[src/rtl/r_format_sequencer.sv]
// Multi-cycle FETCH/DECODE/EXECUTE/WRITEBACK sequencer for the R-format datapath.
// Optional single-step mode (step port, PAUSE state) enabled by SEQ_SINGLE_STEP_EN.
module r_format_sequencer #(
  parameter logic [31:0] PC_RESET  = 32'h0000_0000,
  parameter logic [31:0] PC_STEP   = 32'd4,
  parameter logic [31:0] MAX_INSTR = 32'd0
) (
  input  logic        clk,
  input  logic        rst,
  input  logic        start,
  input  logic        stop,
`ifdef SEQ_SINGLE_STEP_EN
  input  logic        step,
`endif
  output logic [31:0] instr_addr,
  input  logic [31:0] instruction,
  output logic [31:0] ir,
  output logic [1:0]  alu_op,
  output logic        reg_write,
  output logic        busy,
  output logic        halted,
  output logic        illegal,
  output logic [31:0] retired
);

  typedef enum logic [2:0] {
    S_IDLE      = 3'd0,
    S_FETCH     = 3'd1,
    S_DECODE    = 3'd2,
    S_EXECUTE   = 3'd3,
    S_WRITEBACK = 3'd4,
    S_HALT      = 3'd5
`ifdef SEQ_SINGLE_STEP_EN
    , S_PAUSE   = 3'd6
`endif
  } state_t;

  localparam logic [1:0] ALU_OP_R   = 2'b10;
  localparam logic [1:0] ALU_OP_ADD = 2'b00;

  state_t      state_q;
  state_t      state_d;
  state_t      state_cont;
  logic [31:0] pc_q;
  logic [31:0] ir_q;
  logic        illegal_q;
  logic [31:0] retired_q;
  logic        stop_pending_q;

  logic        load_ir;
  logic        set_illegal;
  logic        clr_illegal;
  logic        retire;
  logic        opcode_bad;
  logic        rd_nonzero;
  logic [31:0] retired_next;
  logic        max_hit;
  logic        enter_halt;

  assign opcode_bad   = |ir_q[31:26];
  assign rd_nonzero   = |ir_q[15:11];
  assign retired_next = (&retired_q) ? retired_q : retired_q + 32'd1;
  assign max_hit      = (MAX_INSTR != 32'd0) && (retired_next == MAX_INSTR);
  assign enter_halt   = (state_d == S_HALT) && (state_q != S_HALT);

`ifdef SEQ_SINGLE_STEP_EN
  assign state_cont = S_PAUSE;
`else
  assign state_cont = S_FETCH;
`endif

  // Next-state logic and per-state control strobes.
  always_comb begin
    state_d     = state_q;
    load_ir     = 1'b0;
    set_illegal = 1'b0;
    clr_illegal = 1'b0;
    retire      = 1'b0;
    unique case (state_q)
      S_IDLE: begin
        if (start) state_d = S_FETCH;
      end
      S_FETCH: begin
        load_ir = 1'b1;
        state_d = S_DECODE;
      end
      S_DECODE: begin
        if (opcode_bad) begin
          set_illegal = 1'b1;
          state_d     = S_HALT;
        end else begin
          state_d = S_EXECUTE;
        end
      end
      S_EXECUTE: begin
        state_d = S_WRITEBACK;
      end
      S_WRITEBACK: begin
        retire = 1'b1;
        if (stop_pending_q || stop || max_hit)
          state_d = S_HALT;
        else
          state_d = state_cont;
      end
      S_HALT: begin
        if (start) begin
          clr_illegal = 1'b1;
          state_d     = S_FETCH;
        end
      end
`ifdef SEQ_SINGLE_STEP_EN
      S_PAUSE: begin
        if (stop)
          state_d = S_HALT;
        else if (step)
          state_d = S_FETCH;
      end
`endif
      default: begin
        state_d = S_IDLE;
      end
    endcase
  end

  // Output decode from state and latched instruction only.
  always_comb begin
    busy      = 1'b0;
    halted    = 1'b0;
    alu_op    = ALU_OP_ADD;
    reg_write = 1'b0;
    unique case (1'b1)
      (state_q == S_FETCH),
      (state_q == S_DECODE): begin
        busy = 1'b1;
      end
      (state_q == S_EXECUTE): begin
        busy   = 1'b1;
        alu_op = ALU_OP_R;
      end
      (state_q == S_WRITEBACK): begin
        busy      = 1'b1;
        alu_op    = ALU_OP_R;
        reg_write = rd_nonzero;
      end
      (state_q == S_HALT): begin
        halted = 1'b1;
      end
      default: begin
        busy = 1'b0;
      end
    endcase
  end

  // State register.
  always_ff @(posedge clk) begin
    if (rst) state_q <= S_IDLE;
    else     state_q <= state_d;
  end

  // Program counter advances only when an instruction retires.
  always_ff @(posedge clk) begin
    if (rst)         pc_q <= PC_RESET;
    else if (retire) pc_q <= pc_q + PC_STEP;
  end

  // Instruction register captures memory data at the end of FETCH.
  always_ff @(posedge clk) begin
    if (rst)          ir_q <= 32'd0;
    else if (load_ir) ir_q <= instruction;
  end

  // Sticky illegal-opcode flag, cleared by restarting from HALT.
  always_ff @(posedge clk) begin
    if (rst)              illegal_q <= 1'b0;
    else if (set_illegal) illegal_q <= 1'b1;
    else if (clr_illegal) illegal_q <= 1'b0;
  end

  // Saturating retired-instruction counter.
  always_ff @(posedge clk) begin
    if (rst)         retired_q <= 32'd0;
    else if (retire) retired_q <= retired_next;
  end

  // Remembers a stop seen mid-instruction until HALT is reached.
  always_ff @(posedge clk) begin
    if (rst)               stop_pending_q <= 1'b0;
    else if (enter_halt)   stop_pending_q <= 1'b0;
    else if (stop && busy) stop_pending_q <= 1'b1;
  end

  assign instr_addr = pc_q;
  assign ir         = ir_q;
  assign illegal    = illegal_q;
  assign retired    = retired_q;

endmodule

[config.mk]
export PLATFORM = sky130hd
export DESIGN_NAME = r_format_sequencer
export DESIGN_NICKNAME = d
export VERILOG_FILES = /design/src/rtl/r_format_sequencer.sv
export SDC_FILE = /design/constraint.sdc
export NUM_CORES = 1
export LEC_CHECK = 0
export ABC_AREA = 0
export ABC_CLOCK_PERIOD_IN_PS = 2330
export BUFFER_PORTS_ARGS = -buffer_cell sky130_fd_sc_hd__clkbuf_2
export CORE_ASPECT_RATIO = 1.25
export CORE_UTILIZATION = 30
export DETAILED_ROUTE_END_ITERATION = 7
export PLACE_DENSITY_LB_ADDON = 0.15
export SYNTH_ARGS = -nofsm -noshare
export SYNTH_HDL_FRONTEND = slang
export SYNTH_SLANG_ARGS = --single-unit
[constraint.sdc]
create_clock -name clk -period 2.33 [get_ports clk]
set_clock_uncertainty 0.1 [all_clocks]
set_input_delay 0.233 -clock clk [delete_from_list [all_inputs] [get_ports clk]]
set_output_delay 0.233 -clock clk [all_outputs]
set_load 0.01 [all_outputs]
# Word-level counts from Yosys, hierarchy flattened
# Index checks and enable logic that the tools add are counted.
# totals
regBits	101
inputBits	36
out_inout_bits	102
word_cells	45
# classes
add_sub_neg	2
eq_ne	7
muxes	16
n_bitwise	1
reduce_logical	13
# ops
operator	n
32-bit by 1-bit adder with 32-bit output, second input constant	1
32-bit by 3-bit adder with 32-bit output, second input constant	1
32-bit AND reduction	1
3-bit case mux with 5 select lines	1
1-bit 2-to-1 mux	11
3-bit equality test, second input constant	3
3-bit 2-to-1 mux	3
3-bit by 2-bit equality test with 1-bit output, second input constant	2
2-bit OR reduction	3
6-bit OR reduction	1
5-bit OR reduction	1
4-bit OR reduction	1
3-bit by 1-bit equality test with 1-bit output, second input constant	1
3-bit zero test	1
3-bit != test, second input constant	1
1-bit logical AND	2
2-bit 2-to-1 mux	1
2-bit AND reduction	1
2-bit nonzero test	1
1-bit logical OR	1
1-bit NOT	1

# Depth between registers and ports, before layout
# Gate-level depths: netlist (run 1).
# depth
ltp_word	6
mapped_depth	7
ltp_nobuf	6

# Worst setup path before layout (run 1)
# Ideal clock, no wire load.
# synth_path
kind	register -> register
startpoint	reg retired_q[29] (netlist: retired[29])
endpoint	reg retired_q[0] (netlist: retired[0])
setup_ns	0.121
t_arrival_ns	1.928
required_time_ns	2.109
path_slack_ns	0.180
path_stages_with_launch	7
path_cell_list	dfxtp_1 nand4_2 or4_4 nor4_4 buf_6 nor2_2 mux2_4
# synth_between
elab_chain_cells	3
# synth_lines
item	line_no	text
start, declared	47	logic [31:0] retired_q;
start signal, assigned	182	else if (retire) retired_q <= retired_next;
32-bit AND reduction	62	assign retired_next = (&retired_q) ? retired_q : retired_q + 32'd1;
1-bit NOT (no line)	n/a	
2-bit AND reduction (no line)	n/a	
# Every way passes these cells.
# A chain may end at the register's enable or synchronous reset.

# Worst setup path after layout (run 1)
# layout_path
startpoint	reg retired_q[28] (netlist: retired[28])
endpoint	reg retired_q[0] (netlist: retired[0])
# The elaborated chain is that of the path after synthesis.

==> flow_summary.toml, run 1 <==
[grt]
met1_usage_pct = 19.7
grt_use_met2_pct = 27.2
grtUsageTotal_pct = 16.3
grt_pass1_wl_um = 20500
grt_max_degree = 42
antenna_found_initial = 0
grt.busiest_layer = "met2"
overflow = 0
grt_pass1_vias = 4191
use_met3_pct = 4.27

[clock_tree]
root_buffer = "clkbuf_16"
clock_sinks = 99
cts.clk_slew.worst_paths_ns = 0.07
cts_tree = "yes"
cts_max_level = 3
clock_latency_ns = 0.36
cts_buffers = 9
clockBufferDepth = 2

[sta]
worstMarginPinSlew_ns = 0.478
rsz0062_at_grt = "false"
final-max-slew-violation-count = 0
final.setup.tns_ns = 0
hold-worst-slack_ns = 0.0121
worst_slew_margin_rel_pct = 67.3
setup_violations = 0
hold_viol = 0
min_period_ns = 2.20
timing.fmax_mhz = 455
worst_slack_ns = 0.131
timing.final.crit_share_pct = 94.4

[setup_path]
slowest_stage = "or4_4"
rr_startpoint = "retired[28]"
critPathArrivalTime_ns = 2.34
cp-start-kind = "flip-flop"
worstPathBufferInverterCount = 0
worst_ep_required_time_ns = 2.47
cpLargestDelayFamily = "simple AND/OR/NAND/NOR gates"
worst_r2r_path_depth = 5
crit_chain = "nand4_2 > or4_4 > nor4_4 > nor2_2 > mux2_4"
rr_endpoint = "retired[0]"
slowest_delay_ns = 0.60
crit_fanout = 7
rrSetupSlack_ns = 0.13
end_kind = "flip-flop"
path_class = "flip-flop to flip-flop"

[power_and_ir_drop]
leakage_nw = 2.47
p_total_w = 0.00395
ir_worst_vdd_mv = 0.291
powerDensity_nw_per_um2 = 640

[detailed_routing]
viasPerCell = 4.95
vias = 4458
first_pass_iters = 6
route.detailed.drc = 8
drtAntennaViolNets = 0
routed_wl_um = 12400
drt-initial-drc-count = 203
wl_per_cell_um = 13.8

[synth]
async_reset_ff_share_pct = 0
synth_cell_types = 49
synth_area_per_cell_um2 = 8.24
yosysSeqAreaShare_pct = 43.8
ys.warnings.count = 0
netlist_instances = 549
synth_edf_count = 0
synth_area_um2 = 4520
ys_ff_latch = 99
synthFlopType = "dfxtp_1"

[layout]
layout_common_cells = "clkbuf_2, dfxtp_1, nand2_1"
num-nets-final = 756
mostFrequentLayoutCell = "clkbuf_2"
fin_cells = 901
syn_to_final_growth_pct = 36.5
antennaDiodeCount = 0
drive_gt1_share_pct = 27.5

[floorplan]
die_area_um2 = 15600
num_rows = 49
die_x_um = 112
coreArea_um2 = 14500
die_h_um = 139
start_util_pct = 31.1
io_pins = 138

[run]
cap_violations = 0

[outcome]
violations = "design-rule violations"
outcome = "finished, violations left"

[min_path]
hold_start = "instruction[7]"
whs_path_depth = 3
whs_endpoint = "ir[7]"
hp-class = "input pin to flip-flop"

[place]
gp_congestion = 0.784
io_buffers = 134
dp_hpwl_um = 8620
dp_cells = 855
dpl_worst_slack_ns = 0.0204
## worst min-delay path, cell delays in order
cell and delay (ns):
clkbuf_2 0.08, nand2_1 0.06, a21oi_1 0.05
## worst max-delay path by stage
stage                start          end  slack, ns  cells past startpoint
2_1_floorplan  retired[29]   retired[0]       0.18                      6
3_5_place_dp    retired[2]  retired[25]       0.02                      6
4_1_cts         retired[2]  retired[23]       0.02                      6
6_report       retired[28]   retired[0]       0.13                      5
3_3_place_gp    retired[2]  retired[25]       0.06                      6
5_1_grt         retired[0]   retired[0]       0.01                      6
## area by class of cell
type                    count  area [um2]
clock inverters             6         111
repair buffers            194        1210
fillers                  1458        8360
inverters                   7        26.3
flip-flops and latches     99        1980
multi-input cells         407        2380
clock buffers              10         239
well taps                 178         223
## layer usage
metal / vias up / share of wire [%]
li1: 2257 / -
met1: 2056 / 44
met2: 132 / 48
met3: 13 / 6.7
met4: 0 / 1.8
met5: - / 0
## registers in the layout, indices dropped and copies added (netlist names)
name,count
illegal,1
state_q,3
stop_pending_q,1
ir,32
retired,32
instr_addr,30
## where the power goes
group / internal (W) / leakage (nW) / switching, W
combinational: 0.000174 / 1.50 / 0.000232
sequential: 0.00175 / 0.801 / 0.0000337
clock: 0.00108 / 0.169 / 0.000686
total: 0.00300 / 2.47 / 0.000951
## logic make-up (layout without fill, tap and decap cells)
| family | count (synthesis) | count (layout) | synth area share (%) |
|---|---|---|---|
| other cells | 1 | 3 | 0.0829 |
| flops | 99 | 99 | 43.8 |
| xor+xnor | 42 | 42 | 8.13 |
| simple gates | 275 | 275 | 32.0 |
| mux | 5 | 5 | 1.27 |
| fa+ha+maj | 2 | 2 | 0.553 |
| buf+inv | 45 | 217 | 4.48 |
| compound gates | 80 | 80 | 9.65 |
## stage by stage
step | utilization, % | instance area, um2
floorplan | - | 4530
global placement | 37.8 | 5500
detailed placement | 37.8 | 5500
CTS | 42.3 | 6150
global route | 42.5 | 6170
finish | 42.5 | 6170
## cell usage after synthesis, types with 12 or more instances
cell type | instances | area, um2
dfxtp_1 | 99 | 1980
nand2_1 | 91 | 342
a21oi_1 | 56 | 280
nor2_1 | 51 | 191
clkbuf_1 | 27 | 101
nand3_1 | 25 | 125
xor2_1 | 22 | 193
nand4_1 | 20 | 125
xnor2_1 | 20 | 175
nor4_1 | 12 | 75.1
or3_1 | 12 | 75.1
## repair_timing
item | in CTS | in global routing
resized for setup | 0 | 4
buffers inserted | 0 | 0
hold endpoints to repair | 30 | 0
endpoints found under the setup margin | 0 | 12
hold buffers | 30 | 0
Note: power is estimated with default switching activity, not from simulation.
==> inputs of run 2 (changes only) <==
--- a/config.mk
+++ b/config.mk
@@ -12,6 +12,7 @@
 export CORE_UTILIZATION = 30
 export DETAILED_ROUTE_END_ITERATION = 7
 export PLACE_DENSITY_LB_ADDON = 0.15
+export SETUP_SLACK_MARGIN = 0.2
 export SYNTH_ARGS = -nofsm -noshare
 export SYNTH_HDL_FRONTEND = slang
 export SYNTH_SLANG_ARGS = --single-unit
==> flow_summary.toml, run 2 (synthesis gave the netlist of run 1 again) <==
[clock_tree]
cts_buffers = 9
root_buffer = "clkbuf_16"
cts_tree = "yes"
cts.clk_slew.worst_paths_ns = 0.07
clock_sinks = 99
clockBufferDepth = 2
clock_latency_ns = 0.35
cts_max_level = 3

[detailed_routing]
wl_per_cell_um = 13.8
met1_length_um = 5460
drtAntennaViolNets = 0
vias = 4381
first_pass_iters = 6
viasPerCell = 4.88
route.detailed.drc = 7
wl_met3_um = 819
routed_wl_um = 12400
drt-initial-drc-count = 185
top_layer = "met4"
met2_wirelength_um = 5860

[setup_path]
critPathArrivalTime_ns = 2.26
worst_ep_required_time_ns = 2.51
cp-start-kind = "flip-flop"
crit_fanout = 8
path_class = "flip-flop to flip-flop"
end_kind = "flip-flop"
rrSetupSlack_ns = 0.25

[grt]
grt_max_degree = 42
grt_pass1_wl_um = 20100
grtUsageTotal_pct = 15.9
grt_pass1_vias = 4225
overflow = 0
antenna_found_initial = 0

[layout]
mostFrequentLayoutCell = "clkbuf_2"
num-nets-final = 753
stdcell_area_um2 = 6190
syn_to_final_growth_pct = 36.8
layout_common_cells = "clkbuf_2, nand2_1, dfxtp_1"
utilization_pct = 42.6
drive_gt1_share_pct = 30.7
antennaDiodeCount = 0

[power_and_ir_drop]
leakage_nw = 2.47
powerDensity_nw_per_um2 = 586
p_int_w = 0.00272
pwr-share-seq_pct = 49.1
p_comb_share_pct = 11.1
p_total_w = 0.00363
ir_worst_vdd_mv = 0.298
p_clk_share_pct = 39.8
p_sw_w = 0.000906
swShare_pct = 25.0

[floorplan]
die_x_um = 112
die_h_um = 139
num_rows = 49
start_util_pct = 31.1
io_pins = 138
die_area_um2 = 15600
coreArea_um2 = 14500

[outcome]
violations = "design-rule violations"
outcome = "finished, violations left"

[place]
gp_congestion = 0.830
io_buffers = 134
dp_hpwl_um = 8530
dpl-instance-area_um2 = 5540

[sta]
final.setup.tns_ns = 0
min_period_ns = 2.08
hold-worst-slack_ns = 0.0121
final-max-slew-violation-count = 0
timing.final.crit_share_pct = 89.1
worstMarginPinSlew_ns = 0.639
timing.fmax_mhz = 481
rsz0062_at_grt = "true"
worst_slew_margin_rel_pct = 57.1
hold_viol = 0
setup_violations = 0

[run]
cap_violations = 0

[min_path]
hp-class = "input pin to flip-flop"
==> run 2: cell count changes in the layout (fill, tap and decap cells not counted), sizes merged <==
cell         previous run  this run
dlygate4sd3            30        21
buf                    31        36
clkbuf                143       147
bufinv                  3         0
clkinv                  1         2
clkinvlp                1         0
inv                     8         7
==> run 2: power by group through the flow <==
stage	registers [W]	logic, W	clock network, W
floorplan	0.00184	0.000199	0
global placement	0.00182	0.000375	0
detailed placement	0.00182	0.000379	0
CTS	0.00178	0.000407	0.00150
global route	0.00179	0.000453	0.00156
finish	0.00178	0.000402	0.00144
==> run 2: worst paths after layout <==
check,from,end,depth (start not counted)
min reg2reg,ir[2],ir[2],2
max,state_q[1],retired[11],5
max reg2reg,state_q[1],retired[11],5
min,instruction[14],ir[14],3
==> run 2: final cells by class <==
type | count | area [um2]
inverter | 7 | 26.3
clock buffer | 13 | 270
fill | 1500 | 8340
multi-input combinational | 407 | 2440
clock inverter | 2 | 10.0
sequential | 99 | 2000
timing repair buffer | 191 | 1220
tap | 178 | 223
==> run 2: what timing repair did <==
| item | 4_1_cts | 5_1_grt |
|---|---|---|
| endpoints found under the hold margin | 21 | 0 |
| setup buffers | 2 | 1 |
| endpoints found under the setup margin | 6 | 32 |
| gates cloned | 0 | 1 |
| pin swaps | 1 | 6 |
| resized for setup | 2 | 28 |
| hold buffers | 21 | 0 |
==> run 2: metrics by stage <==
step / cells / worst slack, ns
final: 897 / 0.253
after global routing: 897 / 0.175
after CTS: 895 / 0.208
after detailed placement: 857 / 0.143
after global placement: 857 / 0.196
after floorplan: 551 / 0.204
==> run 2: routing by layer <==
layer	up-vias	track usage [%]
met5	-	0
li1	2239	-
met2	121	26.3
met3	14	4.83
met4	0	6.12
met1	2007	19.4
==> run 2: worst max-delay path, stage by stage, from the launching register on <==
cell and delay, ns:
dfxtp_2 0.33, nand4bb_1 0.20, or4_4 0.55, buf_12 0.17
or4_1 0.51, a21oi_1 0.15
==> inputs of run 3 (changes only) <==
--- a/config.mk
+++ b/config.mk
@@ -9,7 +9,7 @@
 export ABC_CLOCK_PERIOD_IN_PS = 2330
 export BUFFER_PORTS_ARGS = -buffer_cell sky130_fd_sc_hd__clkbuf_2
 export CORE_ASPECT_RATIO = 1.25
-export CORE_UTILIZATION = 30
+export CORE_UTILIZATION = 51
 export DETAILED_ROUTE_END_ITERATION = 7
 export PLACE_DENSITY_LB_ADDON = 0.15
 export SETUP_SLACK_MARGIN = 0.2
==> flow_summary.toml, run 3 (synthesis gave the netlist of run 1 again) <==
[floorplan]
die_area_um2 = 9250
die_h_um = 107
num_rows = 38
start_util_pct = 52.3
io_pins = 138
coreArea_um2 = 8650
die_x_um = 86.2

[setup_path]
crit_chain = "nand4_1 > or4_4 > nor4_4 > buf_4 > nor2_2 > mux2_4"
worstPathBufferInverterCount = 1
end_kind = "flip-flop"
slowest_delay_ns = 0.46
cp-start-kind = "flip-flop"
critPathArrivalTime_ns = 2.31
path_class = "flip-flop to flip-flop"
crit_fanout = 7
cpLargestDelayFamily = "simple AND/OR/NAND/NOR gates"
slowest_stage = "dfxtp_1"
worst_ep_required_time_ns = 2.49

[clock_tree]
clock_latency_ns = 0.36
cts_max_level = 3
cts_buffers = 9
cts.clk_slew.worst_paths_ns = 0.09
clockBufferDepth = 2
cts_tree = "yes"
root_buffer = "clkbuf_8"
clock_sinks = 99

[outcome]
outcome = "completed"

[layout]
antennaDiodeCount = 0
layout_common_cells = "clkbuf_2, nand2_1, dfxtp_1"
drive_gt1_share_pct = 30.0
syn_to_final_growth_pct = 34.2
num-nets-final = 763
mostFrequentLayoutCell = "clkbuf_2"

[sta]
timing.final.crit_share_pct = 92.5
rsz0062_at_grt = "true"
timing.fmax_mhz = 464
min_period_ns = 2.16
worst_slack_ns = 0.174
final-max-slew-violation-count = 0
worstMarginPinSlew_ns = 0.500
final.setup.tns_ns = 0
hold_viol = 0
setup_violations = 0
worst_slew_margin_rel_pct = 66.5

[detailed_routing]
drt-initial-drc-count = 283
viasPerCell = 5.46
drtAntennaViolNets = 0
vias = 4641
routed_wl_um = 11500
route.detailed.drc = 0
first_pass_iters = 7
wl_per_cell_um = 13.5

[power_and_ir_drop]
leakage_nw = 2.47
powerDensity_nw_per_um2 = 535
ir_worst_vdd_mv = 0.432

[place]
io_buffers = 134
dpl_worst_slack_ns = 0.175
dp_hpwl_um = 7600
gp_congestion = 0.895

[grt]
overflow = 0
grt_max_degree = 39
grt_pass1_vias = 4143
grtUsageTotal_pct = 24.7
antenna_found_initial = 0
grt_pass1_wl_um = 18400

[min_path]
hp-class = "input pin to flip-flop"

[run]
cap_violations = 0
## run 3: cell types whose count changed in the layout (fill, tap and decap cells not counted), moves of 2 or more
cell           previous run  this run
clkbuf_16                10         0
clkbuf_8                  3        13
dlygate4sd3_1            21        32
dfxtp_1                  90        86
dfxtp_2                   7        12
buf_12                    4         2
## run 3: worst register-to-register path, cell delays in order (launching register included)
cell and delay, ns:
dfxtp_1 0.46, nand4_1 0.17, or4_4 0.46, nor4_4 0.34, buf_4 0.19, nor2_2 0.05
mux2_4 0.29
## run 3: power by group
group | total, W | leakage [nW] | internal, W | switching (W)
Combinational | 0.000407 | 1.57 | 0.000178 | 0.000229
Clock | 0.00106 | 0.0997 | 0.000506 | 0.000553
Sequential | 0.00178 | 0.808 | 0.00175 | 0.0000361
## run 3: stage by stage
step | utilization [%] | hold WS, ns | area, um2 | std cells | total power (W)
after floorplan | - | 0.269 | 4530 | 551 | 0.00204
after global placement | 62.7 | 0.341 | 5430 | 797 | 0.00217
after detailed placement | 62.7 | 0.349 | 5430 | 797 | 0.00218
after CTS | 69.0 | 0.0824 | 5970 | 846 | 0.00328
after global routing | 70.2 | 0.0898 | 6070 | 850 | 0.00340
final | 70.2 | 0.0886 | 6070 | 850 | 0.00325
## run 3: layout make-up
type                       count  area (um2)
clock buffer                  15         186
clock inverter                 1        5.00
fill                         744        2580
inverter                       7        26.3
multi-input combinational    407        2420
sequential                    99        2000
tap                          120         150
timing repair buffer         201        1280
## run 3: repair_timing
item | CTS | global route
gates resized for setup | 3 | 26
buffers inserted | 1 | 4
hold buffers | 32 | 0
setup endpoints to repair | 12 | 35
endpoints found under the hold margin | 32 | 0
pin swaps | 2 | 3
## run 3: path summary, 6_finish.rpt
path	cells after the start	end	startpoint	slack, ns
setup / recovery	6	retired[0]	retired[21]	0.17
hold / removal	3	stop_pending_q	stop	0.09
setup reg to reg	6	retired[0]	retired[21]	0.17
hold reg to reg	2	ir[23]	ir[23]	0.36
## run 3: metal layers
metal,global-route usage (%),wire length (um),vias up
met4,11.0,235,0
met1,29.4,4810,2180
met3,5.52,773,20
met2,42.3,5680,185
met5,0,0,-
li1,-,-,2256
